===== src/rtl/serial_sub_pkg.sv =====
// Shared definitions for the bit-serial subtractor: FSM encoding and default width.
package serial_sub_pkg;

  localparam int DEFAULT_WIDTH = 8;

  typedef enum logic [1:0] {
    IDLE = 2'd0,
    RUN  = 2'd1,
    DONE = 2'd2
  } state_t;

endpackage


===== src/rtl/serial_sub_fs.sv =====
// 1-bit full subtractor cell: d = a - b - bin, bout set when the bit borrows.
module serial_sub_fs (
  input  logic a,
  input  logic b,
  input  logic bin,
  output logic d,
  output logic bout
);

  assign d    = a ^ b ^ bin;
  assign bout = (~a & b) | (~(a ^ b) & bin);

endmodule


===== src/rtl/serial_sub.sv =====
// Bit-serial a - b - bin, LSB first, one bit per clock through a single
// full-subtractor cell and a borrow flop; results held until the next done.
module serial_sub
  import serial_sub_pkg::*;
#(
  parameter int WIDTH = DEFAULT_WIDTH,
  parameter int CNT_W = $clog2(WIDTH + 1)
) (
  input  logic             clk,
  input  logic             rst_n,
  input  logic             start,
  input  logic [WIDTH-1:0] a,
  input  logic [WIDTH-1:0] b,
  input  logic             bin,
  output logic             busy,
  output logic             done,
  output logic [WIDTH-1:0] diff,
  output logic             bout,
  output logic             ovf,
  output logic             zero
);

  // Handshake: start is only looked at while busy=0; an accepted start
  // raises busy until the cycle after the one-cycle done pulse.
  state_t           state;
  logic [WIDTH-1:0] a_sh;
  logic [WIDTH-1:0] b_sh;
  logic [WIDTH-2:0] diff_sh;
  logic             brw;
  logic [CNT_W-1:0] count;
  logic             a_msb;
  logic             b_msb;

  logic             cell_d;
  logic             cell_bout;
  logic [WIDTH-1:0] diff_next;

  serial_sub_fs fs (
    .a   (a_sh[0]),
    .b   (b_sh[0]),
    .bin (brw),
    .d   (cell_d),
    .bout(cell_bout)
  );

  // Partial result so far with this cycle's bit entering at the MSB.
  assign diff_next = {cell_d, diff_sh};

  always_ff @(posedge clk or negedge rst_n) begin
    if (!rst_n) begin
      state   <= IDLE;
      a_sh    <= '0;
      b_sh    <= '0;
      diff_sh <= '0;
      brw     <= 1'b0;
      count   <= '0;
      a_msb   <= 1'b0;
      b_msb   <= 1'b0;
      busy    <= 1'b0;
      done    <= 1'b0;
      diff    <= '0;
      bout    <= 1'b0;
      ovf     <= 1'b0;
      zero    <= 1'b0;
    end else begin
      case (state)
        IDLE: begin
          done <= 1'b0;
          busy <= 1'b0;
          if (start) begin
            a_sh  <= a;
            b_sh  <= b;
            brw   <= bin;
            a_msb <= a[WIDTH-1];
            b_msb <= b[WIDTH-1];
            count <= '0;
            busy  <= 1'b1;
            state <= RUN;
          end
        end
        RUN: begin
          a_sh    <= a_sh >> 1;
          b_sh    <= b_sh >> 1;
          diff_sh <= diff_next[WIDTH-1:1];
          brw     <= cell_bout;
          count   <= count + 1'b1;
          if (count == CNT_W'(WIDTH - 1)) begin
            // Last bit: publish into the frozen result registers.
            diff  <= diff_next;
            bout  <= cell_bout;
            ovf   <= (a_msb != b_msb) && (cell_d != a_msb);
            zero  <= (diff_next == '0);
            done  <= 1'b1;
            state <= DONE;
          end
        end
        DONE: begin
          done  <= 1'b0;
          busy  <= 1'b0;
          state <= IDLE;
        end
        default: begin
          done  <= 1'b0;
          busy  <= 1'b0;
          state <= IDLE;
        end
      endcase
    end
  end

endmodule


===== config.mk =====
export PLATFORM = sky130hd
export DESIGN_NAME = serial_sub
export DESIGN_NICKNAME = d
export VERILOG_FILES = /design/src/rtl/serial_sub_pkg.sv /design/src/rtl/serial_sub_fs.sv /design/src/rtl/serial_sub.sv
export SDC_FILE = /design/constraint.sdc
export NUM_CORES = 1
export LEC_CHECK = 0
export ABC_AREA = 1
export BUFFER_PORTS_ARGS = -buffer_cell sky130_fd_sc_hd__buf_2
export CAP_MARGIN = 5
export CORE_ASPECT_RATIO = 1.1
export CORE_MARGIN = 2
export CORE_UTILIZATION = 50
export DETAILED_ROUTE_END_ITERATION = 10
export PLACE_DENSITY = 0.72
export SLEW_MARGIN = 20
export SYNTH_ARGS = -nofsm -noshare
export SYNTH_HDL_FRONTEND = slang
export SYNTH_SLANG_ARGS = --single-unit

===== constraint.sdc =====
create_clock -name clk -period 1.8 [get_ports clk]
set_input_delay 0.27 -clock clk [delete_from_list [all_inputs] [get_ports clk]]
set_output_delay 0.27 -clock clk [all_outputs]
set_load 0.02 [all_outputs]

==> results.json, run 1 <==
{
  "dp.cells": 292,
  "slew_headroom_pct": 76.4,
  "p_leak_nw": 1.15,
  "postCtsHoldBufs": 1,
  "htreeDepth": 2,
  "instances_no_fill": 301,
  "grt_pass1_wl_um": 6320,
  "ys_types": 17,
  "synthCells": 216,
  "path_class": "flip-flop to flip-flop",
  "tightest_slew_ns": 0.355,
  "avgSynthCellArea_um2": 9.00,
  "clock_sinks": 45,
  "switching_share_pct": 40.6,
  "clock_latency_ns": 0.29,
  "grt_setup_unrepaired": "no",
  "first_global_vias": 1458,
  "finalHoldViolCount": 0,
  "drc": 0,
  "path_clk_slew_ns": 0.08,
  "io_buffers": 32,
  "post-cts-setup-buffers": 0,
  "fin_skew_ns": 0.00247,
  "p_int_mw": 2.28,
  "drt-initial-drc-count": 98,
  "fillCellCount": 350,
  "synth-seq-area-share_pct": 58.0,
  "yosys_warnings": 0,
  "syn2layout_area_growth_pct": 14.8,
  "post-dp-hpwl_um": 2310,
  "pwr-share-comb_pct": 39.5,
  "grt_max_degree": 46,
  "dieArea_mm2": 0.00440,
  "ir_drop_mv": 0.704,
  "setup_violations": 0,
  "regToRegSetupSlack_ns": 0.42,
  "power.density_mw_per_mm2": 1720,
  "drive_gt1_share_pct": 21.9,
  "end_kind": "flip-flop",
  "seqPwrFrac_pct": 45.1,
  "cp.required_ns": 1.99,
  "ant_nets": 0,
  "grt_most_used_layer": "met2",
  "post_drt_wl_per_cell_um": 11.5,
  "postCtsResizedCells": 0,
  "setup_tns_ns": 0,
  "met1_usage_pct": 22.5,
  "start_kind": "flip-flop",
  "grt_use_met3_pct": 5.52,
  "rows": 23,
  "via_per_inst": 4.87,
  "n_antenna_cell": 0,
  "pin_count": 33,
  "numCtsBuffers": 5,
  "synth_area_mm2": 0.00194,
  "gr-total-overflow": 0,
  "min_path_type": "primary input to flip-flop",
  "die_h_um": 69.4,
  "antenna_found_initial": 0,
  "status": "finished, final reports clean",
  "clock.fmax_mhz": 724,
  "die_w_um": 63.4,
  "p_clk_share_pct": 15.4,
  "fin_area_mm2": 0.00223,
  "firstDrtPassIters": 4,
  "grt_use_total_pct": 18.1,
  "start_util_pct": 52.8,
  "cts_root_buf": "clkbuf_8",
  "maxSlewViolCount": 0,
  "regArea_mm2": 0.00113,
  "core_mm2": 0.00368,
  "cts_buffer_depth": 2,
  "multi_input_area_um2": 701,
  "fin_crit_ns": 1.38,
  "placed_area_mm2": 0.00214,
  "tritoncts": "built",
  "syn-num-nets": 238,
  "gp_congestion": 0.725,
  "max-cap-violations": 0,
  "ys_ff_latch": 45,
  "nets": 272,
  "drt_wl_total_um": 3470,
  "crit_arrival_ns": 1.57,
  "use_met2_pct": 29.4,
  "post-route-period-util_pct": 76.7,
  "switchingPower_mw": 1.55,
  "cp_max_fo": 3,
  "vias": 1467
}
[synth_stat cells (all sizes together)]
| cell | number | area, um2 |
|---|---|---|
| nor2 | 12 | 52.6 |
| nand2 | 72 | 283 |
| dfrtp | 45 | 1130 |
| or2 | 1 | 6.26 |
| ha | 1 | 12.5 |
| buf | 9 | 60.1 |
| inv | 15 | 56.3 |
| nand3 | 39 | 195 |
| fa | 1 | 20.0 |
| o21ai | 21 | 131 |
[final cells by class]
| class | count | share of cell area (%) |
|---|---|---|
| clock buffers | 8 | 3.59 |
| inverters | 15 | 2.52 |
| multi-input cells | 147 | 31.4 |
| flip-flops and latches | 45 | 50.5 |
| well taps | 50 | 2.80 |
| repair buffers | 36 | 9.20 |
[worst paths after layout]
kind | startpoint | end | depth (start not counted)
max in group asynchronous | rst_n | a_msb$_DFFE_PN0P_ | 3
setup reg to reg | b_sh[0]$_DFFE_PN0P_ | ovf$_DFFE_PN0P_ | 7
setup / recovery | b_sh[0]$_DFFE_PN0P_ | ovf$_DFFE_PN0P_ | 7
min in group asynchronous | rst_n | diff[3]$_DFFE_PN0P_ | 3
hold / removal | b[2] | b_sh[2]$_DFFE_PN0P_ | 3
hold reg to reg | busy$_DFFE_PN0N_ | busy$_DFFE_PN0N_ | 2
[power by group through the flow]
stage,Clock (mW),Combinational (mW),Sequential [mW]
2_1_floorplan,0,1.01,1.88
3_3_place_gp,0,1.50,1.73
3_5_place_dp,0,1.54,1.74
4_1_cts,0.611,1.55,1.73
5_1_grt,0.649,1.75,1.79
6_report,0.588,1.51,1.73
[worst max-delay path: stages (launching register included)]
cell and delay (ns):
dfrtp_1 0.35, inv_1 0.06, fa_1 0.58, inv_1 0.09
nand3_1 0.07, nand2_1 0.05, nand2_1 0.06, nand2_1 0.04
[logic make-up (layout without fill, tap and decap cells)]
kind of cell	Yosys count	count (layout)	synth area share, %
buf+inv	24	59	5.99
compound gates	21	21	6.76
simple gates	124	124	27.6
flops	45	45	58.0
fa+ha+maj	2	2	1.67
[stage by stage]
stage | utilization (%) | power [mW] | hold slack, ns | setup WS, ns
global placement | 58.1 | 3.23 | 0.269 | 0.448
global route | 60.6 | 4.19 | 0.174 | 0.261
floorplan | - | 2.89 | -0.0256 | 0.487
finish | 60.6 | 3.83 | 0.179 | 0.420
CTS | 60.6 | 3.88 | 0.170 | 0.410
detailed placement | 58.1 | 3.28 | 0.266 | 0.419
[metal layers]
metal,wire length [um],up-vias
met5,0,-
met1,1570,671
met2,1660,35
li1,-,755
met4,53,0
met3,176,6
[cells in the final DEF (no fill, tap or decap)]
cell,Yosys,final
buf_12,0,1
clkbuf_8,0,5
buf_4,1,2
clkbuf_1,0,3
nand2_2,2,2
o21ai_2,7,7
inv_1,12,12
nor2_1,11,11
nand2_4,1,1
dlygate4sd3_1,0,1
o21ai_0,14,14
or2_2,1,1
dfrtp_1,45,45
inv_2,3,3
nand3_1,39,39
nor2_4,1,1
fa_1,1,1
buf_2,6,32
nand2_1,69,69
ha_1,1,1
[sequential cells by signal (all words and copies together), names as in the netlist, 2 cells and up]
name     cells
b_sh         8
count        4
diff         8
a_sh         8
diff_sh      7
state        2
(Power assumes the default switching activity.)
==> inputs of run 2 (changes only) <==
--- a/config.mk
+++ b/config.mk
@@ -10,9 +10,9 @@
 export CAP_MARGIN = 5
 export CORE_ASPECT_RATIO = 1.1
 export CORE_MARGIN = 2
-export CORE_UTILIZATION = 50
+export CORE_UTILIZATION = 49
 export DETAILED_ROUTE_END_ITERATION = 10
-export PLACE_DENSITY = 0.72
+export PLACE_DENSITY = 0.74
 export SLEW_MARGIN = 20
 export SYNTH_ARGS = -nofsm -noshare
 export SYNTH_HDL_FRONTEND = slang
==> constraint.sdc (replaced) <==
create_clock -name clk -period 1.2 [get_ports clk]
set_input_delay 0.18 -clock clk [delete_from_list [all_inputs] [get_ports clk]]
set_output_delay 0.18 -clock clk [all_outputs]
set_load 0.02 [all_outputs]
==> results.json, run 2 (synthesis results as in run 1) <==
{
  "gp_congestion": 0.735,
  "fillCellCount": 350,
  "gr-total-overflow": 0,
  "cts_buffer_depth": 2,
  "drc": 0,
  "die_h_um": 70.0,
  "grt_pass1_wl_um": 6580,
  "numCtsBuffers": 5,
  "power.density_mw_per_mm2": 2620,
  "instances_no_fill": 322,
  "r2r_end": "ovf$_DFFE_PN0P_",
  "start_kind": "flip-flop",
  "r2r_start": "brw$_DFFE_PN0P_",
  "tightest_slew_ns": 0.321,
  "maxSlewViolCount": 0,
  "post_drt_wl_per_cell_um": 12.4,
  "rows": 24,
  "dp.cells": 307,
  "dieArea_mm2": 0.00449,
  "first_global_vias": 1465,
  "htreeDepth": 2,
  "top_regs": "a_sh x8, b_sh x8, diff x8",
  "status": "finished with violations",
  "max-cap-violations": 0,
  "mostFrequentLayoutCell": "nand2_1",
  "vias": 1596,
  "path_class": "flip-flop to flip-flop",
  "antenna_found_initial": 0,
  "drt_wl_total_um": 4000,
  "clock_sinks": 45,
  "cp-endpoint": "ovf$_DFFE_PN0P_",
  "end_kind": "flip-flop",
  "min_path_cells": 3,
  "ant_nets": 0,
  "via_per_inst": 4.96,
  "crit_start": "brw$_DFFE_PN0P_",
  "cp.required_ns": 1.39,
  "min_path_type": "primary input to flip-flop",
  "firstDrtPassIters": 4,
  "clock.fmax_mhz": 742,
  "grt_max_degree": 34,
  "setup_tns_ns": -0.925,
  "crit_arrival_ns": 1.53,
  "fin_skew_ns": 0.00341,
  "nets": 292,
  "path_clk_slew_ns": 0.08,
  "die_w_um": 64.0,
  "finalHoldViolCount": 0,
  "n_antenna_cell": 0,
  "post-dp-hpwl_um": 2670,
  "grt_use_total_pct": 18.8,
  "p_leak_nw": 1.27,
  "ir_drop_mv": 1.08,
  "fin_ws_ns": -0.148,
  "clock_latency_ns": 0.29,
  "slew_headroom_pct": 78.6,
  "post-route-period-util_pct": 112,
  "tritoncts": "built",
  "io_buffers": 32,
  "rr_worst_depth": 7,
  "setup_violations": 11,
  "p_total_mw": 6.46,
  "cts_root_buf": "clkbuf_8",
  "cp_max_fo": 3,
  "drt-initial-drc-count": 107,
  "drive_gt1_share_pct": 31.5,
  "core_mm2": 0.00387,
  "syn2layout_area_growth_pct": 27.0,
  "regToRegSetupSlack_ns": -0.15,
  "violations": "setup timing",
  "start_util_pct": 50.2,
  "pin_count": 33,
  "most-common-layout-cells": "67 x nand2_1, 45 x dfrtp_1, 37 x nand3_1",
  "fin_crit_ns": 1.35,
  "grt_setup_unrepaired": "yes"
}
-- run 2: how the worst min path moves through the flow --
stage,start,to
after floorplan,rst_n,a_msb$_DFFE_PN0P_
after global placement,rst_n,diff[1]$_DFFE_PN0P_
after detailed placement,rst_n,diff[0]$_DFFE_PN0P_
after CTS,b[2],b_sh[2]$_DFFE_PN0P_
after global routing,b[2],b_sh[2]$_DFFE_PN0P_
final,b[2],b_sh[2]$_DFFE_PN0P_
-- run 2: report_power, final --
group	leakage (nW)	switching, mW	total, mW	internal, mW
registers	0.569	0.419	2.61	2.19
logic	0.652	1.71	2.92	1.21
clock network	0.0443	0.470	0.927	0.457
-- run 2: critical path, stage by stage, from the launching register on --
cell     delay [ns]
dfrtp_1        0.36
inv_2          0.05
fa_2           0.59
inv_2          0.06
nand3_2        0.05
nand2_1        0.05
nand2_1        0.05
nand2_1        0.05
-- run 2: repair_timing --
action | 4_1_cts | 5_1_grt
gates resized for setup | 4 | 10
setup buffers | 1 | 3
pin swaps | 6 | 6
setup endpoints to repair | 12 | 29
gates cloned | 0 | 3
hold buffers | 1 | 0
endpoints found under the hold margin | 12 | 0
-- run 2: stage by stage --
stage	worst slack [ns]	cell area (um2)	hold WS [ns]	utilization, %
after CTS	-0.157	2390	0.0831	61.7
final	-0.148	2470	0.0904	63.7
after global placement	-0.120	2270	0.0943	58.7
after floorplan	-0.0961	1950	-0.116	-
after global routing	-0.207	2470	0.0989	63.7
after detailed placement	-0.164	2270	0.0909	58.7
-- run 2: layout make-up --
| type | count | area (um2) | area share (%) |
|---|---|---|---|
| clock buffer | 7 | 86.3 | 3.50 |
| multi-input combinational | 150 | 766 | 31.0 |
| timing repair buffer | 53 | 362 | 14.6 |
| inverter | 15 | 63.8 | 2.58 |
| tap | 52 | 65.1 | 2.64 |
| sequential | 45 | 1130 | 45.6 |
-- run 2: per-layer routing --
layer / up-vias / track usage (%) / share of wire, %
met5: - / 0 / 0
met4: 0 / 3.62 / 0
met3: 0 / 4.83 / 3.8
met2: 34 / 32.4 / 51
met1: 759 / 24.1 / 46
li1: 803 / - / -
==> inputs of run 3 (changes only) <==
--- a/config.mk
+++ b/config.mk
@@ -8,7 +8,7 @@
 export ABC_AREA = 1
 export BUFFER_PORTS_ARGS = -buffer_cell sky130_fd_sc_hd__buf_2
 export CAP_MARGIN = 5
-export CORE_ASPECT_RATIO = 1.1
+export CORE_ASPECT_RATIO = 2
 export CORE_MARGIN = 2
 export CORE_UTILIZATION = 49
 export DETAILED_ROUTE_END_ITERATION = 10
==> constraint.sdc (replaced) <==
create_clock -name clk -period 1.2 [get_ports clk]
set_input_delay 0.06 -clock clk [delete_from_list [all_inputs] [get_ports clk]]
set_output_delay 0.06 -clock clk [all_outputs]
set_load 0.02 [all_outputs]
==> results.json, run 3 (synthesis results as in run 1) <==
{
  "clock_latency_ns": 0.31,
  "syn2layout_area_growth_pct": 45.1,
  "most-common-layout-cells": "60 x nand2_1, 45 x dfrtp_1, 37 x nand3_1",
  "switchingPower_mw": 2.94,
  "start_util_pct": 50.6,
  "r2r_start": "brw$_DFFE_PN0P_",
  "rows": 32,
  "r2r_end": "ovf$_DFFE_PN0P_",
  "grt_pass1_wl_um": 7650,
  "slew_headroom_pct": 84.6,
  "worst_path_dominant_cell_family": "adder cells",
  "fin_ws_ns": -0.167,
  "pin_count": 33,
  "setup_tns_ns": -0.653,
  "vias": 1753,
  "post_drt_wl_per_cell_um": 13.7,
  "drt-initial-drc-count": 36,
  "min_path_type": "primary input to flip-flop",
  "antenna_found_initial": 0,
  "top_regs": "a_sh x8, b_sh x8, diff x8",
  "drc": 0,
  "path_buf_inv": 2,
  "ant_nets": 0,
  "dieArea_mm2": 0.00452,
  "fin_util_pct": 73.4,
  "rr_worst_depth": 7,
  "path_clk_slew_ns": 0.09,
  "finalHoldViolCount": 0,
  "cts_root_buf": "clkbuf_8",
  "status": "finished with violations",
  "p_leak_nw": 1.40,
  "die_w_um": 48.5,
  "max-cap-violations": 0,
  "grt_max_degree": 46,
  "numCtsBuffers": 5,
  "clock.fmax_mhz": 732,
  "n_antenna_cell": 0,
  "crit_arrival_ns": 1.58,
  "setup_violations": 12,
  "post-route-period-util_pct": 114,
  "htreeDepth": 2,
  "first_global_vias": 1720,
  "violations": "setup timing",
  "grt_setup_unrepaired": "yes",
  "fin_skew_ns": 0.00954,
  "power.density_mw_per_mm2": 2660,
  "slowest_delay_ns": 0.61,
  "regToRegSetupSlack_ns": -0.17,
  "cts_buffer_depth": 2,
  "nets": 312,
  "tightest_slew_ns": 0.228,
  "core_mm2": 0.00384,
  "switching_share_pct": 39.2,
  "seqPwrFrac_pct": 36.1,
  "drt_wl_total_um": 4680,
  "die_h_um": 93.1,
  "drive_gt1_share_pct": 34.4,
  "tritoncts": "built",
  "mostFrequentLayoutCell": "nand2_1",
  "cp_max_fo": 3,
  "clock_sinks": 45,
  "start_kind": "flip-flop",
  "hp-start": "start",
  "cp.required_ns": 1.41,
  "maxSlewViolCount": 0,
  "hold-path-endpoint": "busy$_DFFE_PN0N_",
  "place_ws_ns": -0.163,
  "holdWs_ns": 0.207,
  "gr-total-overflow": 0,
  "gp_congestion": 0.813,
  "via_per_inst": 5.13,
  "firstDrtPassIters": 4,
  "path_cells": "inv_2 -> fa_2 -> inv_2 -> nand3_2 -> nand2_1 -> nand2_1 -> nand2_1",
  "post-dp-hpwl_um": 2710,
  "p_clk_share_pct": 18.3,
  "path_common_cell": "nand2_1",
  "path_class": "flip-flop to flip-flop",
  "pwr-share-comb_pct": 45.6,
  "ir_drop_mv": 1.65,
  "p_int_mw": 4.57,
  "min_path_cells": 4,
  "crit_slowest_cell": "fa_2",
  "end_kind": "flip-flop",
  "grt_use_total_pct": 22.4,
  "fin_crit_ns": 1.37,
  "io_buffers": 32
}
run 3: changes by cell type in the layout (fill, tap and decap cells not counted), moves of 2 or more:
cell / delta
nand2_1: -7
dlygate4sd3_1: +17
buf_12: +2
nor2_1: -2
nor2_2: +2
nand2_4: +7
bufinv_16: +2
run 3: worst min-delay path, stage by stage:
cell     delay [ns]
buf_2          0.09
nand2_2        0.10
buf_4          0.16
nand2_1        0.06
run 3: power groups by stage:
stage | clock network [mW] | registers, mW | logic [mW]
after CTS | 1.39 | 2.63 | 2.98
after global placement | 0 | 2.60 | 2.56
after floorplan | 0 | 2.82 | 1.56
after global routing | 1.45 | 2.79 | 3.81
after detailed placement | 0 | 2.62 | 2.64
final | 1.38 | 2.71 | 3.43
run 3: what timing repair did:
item	in CTS	in global routing
gates resized for setup	19	18
setup endpoints to repair	15	31
hold buffers	18	0
hold endpoints to repair	63	0
pin swaps	9	7
gates cloned	3	1
setup buffers	2	6
run 3: worst max path at each step:
stage                            to  cells after the start  slack [ns]                 from
finish              ovf$_DFFE_PN0P_                      7       -0.17      brw$_DFFE_PN0P_
global route        ovf$_DFFE_PN0P_                      7       -0.25      brw$_DFFE_PN0P_
CTS                 ovf$_DFFE_PN0P_                      7       -0.15  b_sh[0]$_DFFE_PN0P_
detailed placement  ovf$_DFFE_PN0P_                      7       -0.16      brw$_DFFE_PN0P_
global placement    ovf$_DFFE_PN0P_                      7       -0.12      brw$_DFFE_PN0P_
floorplan           ovf$_DFFE_PN0P_                      7        -0.1      brw$_DFFE_PN0P_
run 3: per-layer routing:
layer | GRT usage, % | up-vias | routed length, um
li1 | - | 843 | -
met1 | 23.3 | 862 | 1700
met3 | 3.51 | 11 | 124
met2 | 42.6 | 37 | 2710
met5 | 0 | - | 0
met4 | 11.4 | 0 | 140
run 3: per-stage QoR:
stage	area, um2	power (mW)	instances
after floorplan	1950	4.39	216
after global placement	2240	5.16	304
after detailed placement	2240	5.26	304
after CTS	2680	7.00	335
after global routing	2820	8.05	342
final	2820	7.51	342
run 3: final cells by class:
cell class,count,area (um2)
clock buffer,5,68.8
clock inverter,3,68.8
fill,292,1020
inverter,15,68.8
multi-input combinational,150,851
sequential,45,1130
tap,51,63.8
timing repair buffer,72,568
timing repair inverter,1,5.00
